--- src/rtl/lr_shift_iter_pkg.sv ---
// lr_shift_pkg: shared definitions for the iterative left/right shifter.
//   MODE_*       3-bit operation encodings on MODE
//   state_e      controller states IDLE / SHIFT / DONE
//   is_right()   mode moves bits toward the LSB
//   is_rotate()  mode wraps bits around instead of filling
//   is_pass()    mode leaves the operand untouched (PASS and reserved codes)
//   fill_bit()   bit shifted in for non-rotating modes
package lr_shift_pkg;

  localparam logic [2:0] MODE_PASS = 3'd0;
  localparam logic [2:0] MODE_SLL  = 3'd1;
  localparam logic [2:0] MODE_SRL  = 3'd2;
  localparam logic [2:0] MODE_SRA  = 3'd3;
  localparam logic [2:0] MODE_ROL  = 3'd4;
  localparam logic [2:0] MODE_ROR  = 3'd5;

  typedef enum logic [1:0] {
    IDLE  = 2'd0,
    SHIFT = 2'd1,
    DONE  = 2'd2
  } state_e;

  function automatic logic is_right(input logic [2:0] mode);
    return (mode == MODE_SRL) || (mode == MODE_SRA) || (mode == MODE_ROR);
  endfunction

  function automatic logic is_rotate(input logic [2:0] mode);
    return (mode == MODE_ROL) || (mode == MODE_ROR);
  endfunction

  // Reserved encodings 6 and 7 behave as PASS.
  function automatic logic is_pass(input logic [2:0] mode);
    return (mode == MODE_PASS) || (mode > MODE_ROR);
  endfunction

  function automatic logic fill_bit(input logic [2:0] mode, input logic msb);
    return (mode == MODE_SRA) ? msb : 1'b0;
  endfunction

endpackage

--- src/rtl/lr_shift_iter_if.sv ---
// lr_shift_iter_if: request/result handshake bundle for lr_shift_iter.
//   Request : IN_VALID, IN_READY, DATA_IN[WIDTH], SHAMT[SHW], MODE[3], FLUSH
//   Result  : OUT_VALID, OUT_READY, DATA_OUT[WIDTH], BUSY
//   master  : the requester/consumer side; slave: the shifter.
interface lr_shift_iter_if #(
  parameter int unsigned WIDTH = 32
) ();
  localparam int unsigned SHW = $clog2(WIDTH);

  logic             FLUSH;
  logic             IN_VALID;
  logic             IN_READY;
  logic [WIDTH-1:0] DATA_IN;
  logic [SHW-1:0]   SHAMT;
  logic [2:0]       MODE;
  logic             OUT_VALID;
  logic             OUT_READY;
  logic [WIDTH-1:0] DATA_OUT;
  logic             BUSY;

  modport master (
    output FLUSH, IN_VALID, DATA_IN, SHAMT, MODE, OUT_READY,
    input  IN_READY, OUT_VALID, DATA_OUT, BUSY
  );

  modport slave (
    input  FLUSH, IN_VALID, DATA_IN, SHAMT, MODE, OUT_READY,
    output IN_READY, OUT_VALID, DATA_OUT, BUSY
  );
endinterface

--- src/rtl/lr_shift_iter_step.sv ---
// lr_shift_step: combinational single-cycle shift/rotate stage.
//   data_i   operand
//   k_i      positions to move this cycle, 0..STEP
//   right_i  1 = toward LSB, 0 = toward MSB
//   rotate_i 1 = wrap bits around, 0 = insert fill_i
//   fill_i   bit inserted for non-rotating shifts
//   data_o   shifted result
module lr_shift_step #(
  parameter  int unsigned WIDTH = 32,
  parameter  int unsigned STEP  = 4,
  localparam int unsigned KW    = $clog2(STEP + 1)
) (
  input  logic [WIDTH-1:0] data_i,
  input  logic [KW-1:0]    k_i,
  input  logic             right_i,
  input  logic             rotate_i,
  input  logic             fill_i,
  output logic [WIDTH-1:0] data_o
);

  // The operand is placed next to a WIDTH-bit companion word (a copy of
  // itself for rotates, the fill pattern otherwise); shifting the double
  // word and keeping the operand half yields every mode with one shifter.
  logic [2*WIDTH-1:0] ext;
  logic [2*WIDTH-1:0] moved;

  always_comb begin
    ext    = '0;
    moved  = '0;
    data_o = '0;
    if (right_i) begin
      ext    = {(rotate_i ? data_i : {WIDTH{fill_i}}), data_i};
      moved  = ext >> k_i;
      data_o = moved[WIDTH-1:0];
    end else begin
      ext    = {data_i, (rotate_i ? data_i : {WIDTH{1'b0}})};
      moved  = ext << k_i;
      data_o = moved[2*WIDTH-1:WIDTH];
    end
  end

endmodule

--- src/rtl/lr_shift_iter.sv ---
// lr_shift_iter: multi-cycle shifter moving up to STEP positions per clock.
//   CLK    clock, rising edge
//   RST_N  asynchronous active-low reset
//   bus    lr_shift_iter_if.slave: request (IN_VALID/IN_READY, DATA_IN,
//          SHAMT, MODE), result (OUT_VALID/OUT_READY, DATA_OUT), FLUSH, BUSY
// A request is captured in IDLE, shifted in SHIFT for ceil(SHAMT/STEP)
// cycles, and held in DONE until the consumer accepts it.
module lr_shift_iter
  import lr_shift_pkg::*;
#(
  parameter int unsigned WIDTH = 32,
  parameter int unsigned STEP  = 4
) (
  input  logic           CLK,
  input  logic           RST_N,
  lr_shift_iter_if.slave bus
);

  localparam int unsigned SHW = $clog2(WIDTH);
  localparam int unsigned KW  = $clog2(STEP + 1);

  state_e           state_q, state_d;
  logic [WIDTH-1:0] data_q,  data_d;
  logic [WIDTH-1:0] dout_q,  dout_d;
  logic [SHW-1:0]   rem_q,   rem_d;
  logic [2:0]       mode_q,  mode_d;
  logic             fill_q,  fill_d;

  logic [KW-1:0]    k;
  logic [SHW-1:0]   rem_left;
  logic [WIDTH-1:0] step_out;

  // k = min(remaining, STEP); remaining never reaches WIDTH, so the
  // truncating cast of k back to SHW bits is lossless.
  always_comb begin
    if (32'(rem_q) >= STEP) k = KW'(STEP);
    else                    k = KW'(rem_q);
    rem_left = rem_q - SHW'(k);
  end

  lr_shift_step #(
    .WIDTH (WIDTH),
    .STEP  (STEP)
  ) u_step (
    .data_i   (data_q),
    .k_i      (k),
    .right_i  (is_right(mode_q)),
    .rotate_i (is_rotate(mode_q)),
    .fill_i   (fill_q),
    .data_o   (step_out)
  );

  always_comb begin
    state_d = state_q;
    data_d  = data_q;
    dout_d  = dout_q;
    rem_d   = rem_q;
    mode_d  = mode_q;
    fill_d  = fill_q;
    if (bus.FLUSH) begin
      state_d = IDLE;
      rem_d   = '0;
    end else begin
      unique case (state_q)
        IDLE: begin
          if (bus.IN_VALID) begin
            data_d = bus.DATA_IN;
            mode_d = bus.MODE;
            // SRA fill is frozen at acceptance so every step replicates it.
            fill_d = fill_bit(bus.MODE, bus.DATA_IN[WIDTH-1]);
            if ((bus.SHAMT == '0) || is_pass(bus.MODE)) begin
              state_d = DONE;
              dout_d  = bus.DATA_IN;
              rem_d   = '0;
            end else begin
              state_d = SHIFT;
              rem_d   = bus.SHAMT;
            end
          end
        end
        SHIFT: begin
          data_d = step_out;
          rem_d  = rem_left;
          if (rem_left == '0) begin
            state_d = DONE;
            dout_d  = step_out;
          end
        end
        DONE: begin
          if (bus.OUT_READY) state_d = IDLE;
        end
        default: state_d = IDLE;
      endcase
    end
  end

  always_ff @(posedge CLK or negedge RST_N) begin
    if (!RST_N) begin
      state_q <= IDLE;
      data_q  <= '0;
      dout_q  <= '0;
      rem_q   <= '0;
      mode_q  <= MODE_PASS;
      fill_q  <= 1'b0;
    end else begin
      state_q <= state_d;
      data_q  <= data_d;
      dout_q  <= dout_d;
      rem_q   <= rem_d;
      mode_q  <= mode_d;
      fill_q  <= fill_d;
    end
  end

  assign bus.IN_READY  = (state_q == IDLE);
  assign bus.OUT_VALID = (state_q == DONE);
  assign bus.BUSY      = (state_q != IDLE);
  assign bus.DATA_OUT  = dout_q;

endmodule

--- src/flat_wrapper.sv ---
// flat-port wrapper written by rule: the top's interface ports become plain ports
module lr_shift_iter_flat import lr_shift_pkg::*;
#(
  parameter int unsigned WIDTH = 32,
  parameter int unsigned STEP  = 4
)
  (CLK, RST_N, bus_FLUSH, bus_IN_VALID, bus_DATA_IN, bus_SHAMT, bus_MODE, bus_OUT_READY, bus_IN_READY, bus_OUT_VALID, bus_DATA_OUT, bus_BUSY);
  lr_shift_iter_if #(.WIDTH(WIDTH)) bus_i ();
  input  logic CLK;
  input  logic RST_N;
  input wire logic [$bits(bus_i.FLUSH)-1:0] bus_FLUSH;
  input wire logic [$bits(bus_i.IN_VALID)-1:0] bus_IN_VALID;
  input wire logic [$bits(bus_i.DATA_IN)-1:0] bus_DATA_IN;
  input wire logic [$bits(bus_i.SHAMT)-1:0] bus_SHAMT;
  input wire logic [$bits(bus_i.MODE)-1:0] bus_MODE;
  input wire logic [$bits(bus_i.OUT_READY)-1:0] bus_OUT_READY;
  output wire logic [$bits(bus_i.IN_READY)-1:0] bus_IN_READY;
  output wire logic [$bits(bus_i.OUT_VALID)-1:0] bus_OUT_VALID;
  output wire logic [$bits(bus_i.DATA_OUT)-1:0] bus_DATA_OUT;
  output wire logic [$bits(bus_i.BUSY)-1:0] bus_BUSY;
  assign bus_i.FLUSH = bus_FLUSH;
  assign bus_i.IN_VALID = bus_IN_VALID;
  assign bus_i.DATA_IN = bus_DATA_IN;
  assign bus_i.SHAMT = bus_SHAMT;
  assign bus_i.MODE = bus_MODE;
  assign bus_i.OUT_READY = bus_OUT_READY;
  assign bus_IN_READY = bus_i.IN_READY;
  assign bus_OUT_VALID = bus_i.OUT_VALID;
  assign bus_DATA_OUT = bus_i.DATA_OUT;
  assign bus_BUSY = bus_i.BUSY;
  lr_shift_iter #(.WIDTH(WIDTH), .STEP(STEP)) u_core (.CLK(CLK), .RST_N(RST_N), .bus(bus_i));
endmodule
--- config.mk ---
export PLATFORM = sky130hd
export DESIGN_NAME = lr_shift_iter_flat
export DESIGN_NICKNAME = d
export VERILOG_FILES = /design/src/rtl/lr_shift_iter_pkg.sv /design/src/rtl/lr_shift_iter_if.sv /design/src/rtl/lr_shift_iter_step.sv /design/src/rtl/lr_shift_iter.sv /design/src/flat_wrapper.sv
export SDC_FILE = /design/constraint.sdc
export NUM_CORES = 1
export LEC_CHECK = 0
export ABC_AREA = 1
export BUFFER_PORTS_ARGS = -buffer_cell sky130_fd_sc_hd__buf_2
export CAP_MARGIN = 20
export CELL_PAD_IN_SITES_DETAIL_PLACEMENT = 1
export CELL_PAD_IN_SITES_GLOBAL_PLACEMENT = 1
export CORE_MARGIN = 2
export CORE_UTILIZATION = 40
export CTS_CLUSTER_SIZE = 25
export DETAILED_ROUTE_END_ITERATION = 7
export PLACE_DENSITY_LB_ADDON = 0.25
export SYNTH_ARGS = -nofsm -noshare
export SYNTH_HDL_FRONTEND = slang
export SYNTH_SLANG_ARGS = --single-unit
--- constraint.sdc ---
create_clock -name CLK -period 2.3 [get_ports CLK]
set_input_delay 0 -clock CLK [delete_from_list [all_inputs] [get_ports CLK]]
set_output_delay 0 -clock CLK [all_outputs]
set_load 0.03 [all_outputs]
==> flow_summary.yaml <==
yosys:
  synth_top_cell_by_area: "dfrtp_1"
  synth_top_family_by_area: "simple AND/OR/NAND/NOR gates"
  yosys_warnings: 0
  synth_area_leaders: "dfrtp_1, nand2_1, nand3_1"
  ys.flop_type: "dfrtp_1"
  synth_cell_types: 37
  synthAdderAreaFrac_pct: 0.428
  synth.avg_cell_area_um2: 6.21
  yosys-mux-area-fraction_pct: 0
  synth-simple-area-share_pct: 52.9
  synth_edf_count: 0
  netlist_instances: 942
  syn_nets: 989
  yosysTopAreaCellShare_pct: 32.1
  synth-async-reset-ratio_pct: 100
  yosys-top-cells-count: "nand2_1, nand3_1, dfrtp_1"
  synth_compound_area_share_pct: 6.56
  yosysMostFrequentCell: "nand2_1"
  synth_xor_area_share_pct: 0
  ys_seq_area_share_pct: 32.1
  syn-cell-area_mm2: 0.00585
  synth_seq_cells: 75
clocking:
  cts_sinks: 75
  numCtsBuffers: 9
  clock_path_buffers: 2
  clk_latency_ps: 350
  cts_tree: "yes"
  path_clk_slew_ps: 60
  cts-root-buf: "clkbuf_16"
  h-tree-depth: 3
critical_path:
  reg2reg_from: "u_core.rem_q[4]$_DFFE_PN0P_"
  required_ps: 2520
  path_class: "reg2reg"
  cpMostUsedCell: "nand2_1"
  crit_chain: "nor2_4 -> nand2_4 -> nand2_1 -> ha_1 -> inv_1 -> nand2_1 -> nor2_1 -> nand2_1 -> a21oi_4 -> inv_4 -> nand2_1 -> o21ai_1"
  critPathLaunch: "u_core.rem_q[4]$_DFFE_PN0P_"
  crit_arrival_ps: 2360
  cpLargestDelayFamily: "simple AND/OR/NAND/NOR gates"
  slowest_delay_ps: 430
  end_kind: "flop"
  path_buf_inv: 2
  cp_slowest_cell: "dfrtp_1"
  worstSetupStartpointType: "flop"
  crit_fanout: 34
die:
  die_x_um: 125
  start_util_pct: 40.6
  core_area_mm2: 0.0144
  fp.dieH_um: 125
  ios: 80
  num_rows: 44
  fp.dieArea_mm2: 0.0156
finish:
  final_nets: 1086
  multi_input_area_mm2: 0.00353
  fillers: 1977
  finalInstanceArea_mm2: 0.00714
  layout-drive-gt1-share_pct: 16.7
  antenna_cells: 0
  regArea_mm2: 0.00188
  fin_cells: 1226
  syn_to_final_growth_pct: 21.9
timing:
  period_needed_ps: 2140
  fin_ws_ps: 160
  fmax_ghz: 0.467
  rsz0062_at_grt: "true"
  max-slew-margin-rel_pct: 58.0
  period_share_pct: 93.0
  finalHoldViolCount: 0
  final.setup.tns_ps: 0
  setup_viol: 0
  slew_violations: 0
  max_slew.worst_pin.slew_ps: 629
  finClkSkew_ps: 5.54
power_and_ir_drop:
  ir_drop_uv: 608
  p_leak_nw: 3.74
  p_per_area_mw_per_mm2: 1180
  p_total_mw: 8.39
place:
  dpl_cell_area_mm2: 0.00648
  dp_cells: 1176
  dp_slack_ps: 13.0
  gp_congestion: 0.906
  dp.final_hpwl_mm: 14.1
  port_buffers: 79
worst_hold_path:
  hold_path_class: "in2reg"
  min_from: "bus_DATA_IN[24]"
route:
  drt-initial-drc-count: 525
  drcViolationCount: 0
  drtPass1Iterations: 5
  via_per_inst: 5.50
  antenna_left: 0
  drt-total-wl_mm: 21.0
  num_vias: 6746
  drt-wirelength-per-cell_um: 17.1
global_route:
  overflow: 0
  grt_pass1_wl_mm: 34.7
  grt_max_degree: 76
  gr-usage-all-layers_pct: 27.2
  grt_pass1_vias: 6649
  grt_antenna_before_repair: 0
job:
  maxCapViolCount: 0
status:
  status: "finished clean"
logic make-up (layout without fill, tap and decap cells):
group | count (synthesis) | count (layout)
buffers and inverters | 104 | 204
other | 2 | 2
AND/OR/NAND/NOR | 694 | 694
adder cells (fa/ha/maj) | 2 | 2
flip-flops | 75 | 75
AO/OA/AOI/OAI | 65 | 65
power by group:
part / leakage [nW] / switching (mW) / total [mW] / internal [mW]
Combinational: 2.67 / 3.10 / 4.61 / 1.51
Sequential: 0.935 / 0.505 / 2.34 / 1.84
Clock: 0.135 / 0.582 / 1.44 / 0.859
metal layers:
metal / track usage, % / share of wire [%]
met1: 38.7 / 48
met4: 7.45 / 1.6
met2: 44.1 / 46
met5: 0 / 0
met3: 3.38 / 3.9
layout make-up:
cell class,count,share of cell area (%)
repair buffers,139,14.3
clock buffers,12,3.45
multi-input cells,763,49.4
well taps,184,3.23
inverters,51,2.81
clock inverters,2,0.526
flip-flops and latches,75,26.3
stage by stage:
step	hold slack, ps	util [%]
floorplan	-296	-
global placement	54.4	44.9
detailed placement	60.5	44.9
CTS	2.07	49.4
global route	30.8	49.5
finish	1.34	49.5
sequential cells by signal, indices dropped and copies added, names as in the netlist:
register,count
u_core.state_q,2
u_core.bus.DATA_OUT,32
u_core.rem_q,5
u_core.mode_q,3
u_core.data_q,32
u_core.fill_q,1
cells in the final DEF, fill, tap and decap left out, types with 2 or more instances in the layout:
cell           instances
a21oi_1               19
buf_12                 6
buf_2                 78
buf_4                 18
clkbuf_1               2
clkbuf_16              9
clkinv_1               2
conb_1                 2
dfrtp_1               75
dlygate4sd3_1         36
ha_1                   2
inv_1                 43
inv_2                  3
nand2_1              365
nand2_2               11
nand3_1              222
nand3b_1               9
nand4_1               16
nor2_1                35
nor2_2                 2
nor2_4                 2
o21ai_0               24
o21ai_1                7
o21ai_2                5
o41ai_1                2
or2_2                 28
repair_timing:
action	4_1_cts	5_1_grt
resized for setup	0	5
hold endpoints to repair	135	0
setup endpoints to repair	0	35
hold buffers	36	0
setup buffers	0	0
worst paths after layout:
path | to | slack, ps | cells after the start
worst min register to register | u_core.bus.DATA_OUT[13]$_DFFE_PN0P_ | 480 | 2
worst min-delay path | u_core.bus.DATA_OUT[24]$_DFFE_PN0P_ | 1 | 4
min in group asynchronous | u_core.mode_q[1]$_DFFE_PN0P_ | 150 | 3
max in group asynchronous | u_core.rem_q[4]$_DFFE_PN0P_ | 1700 | 3
worst max register to register | u_core.bus.DATA_OUT[17]$_DFFE_PN0P_ | 160 | 12
worst max-delay path | u_core.bus.DATA_OUT[17]$_DFFE_PN0P_ | 160 | 12
worst register-to-register path, delay by kind of cell (launching register included):
kind,cells,cell delay (ps)
adder cells (fa/ha/maj),1,230
flip-flops,1,430
AND/OR/NAND/NOR,7,820
buffers and inverters,2,260
AO/OA/AOI/OAI,2,280
Power figures use the tool's default switching activity.
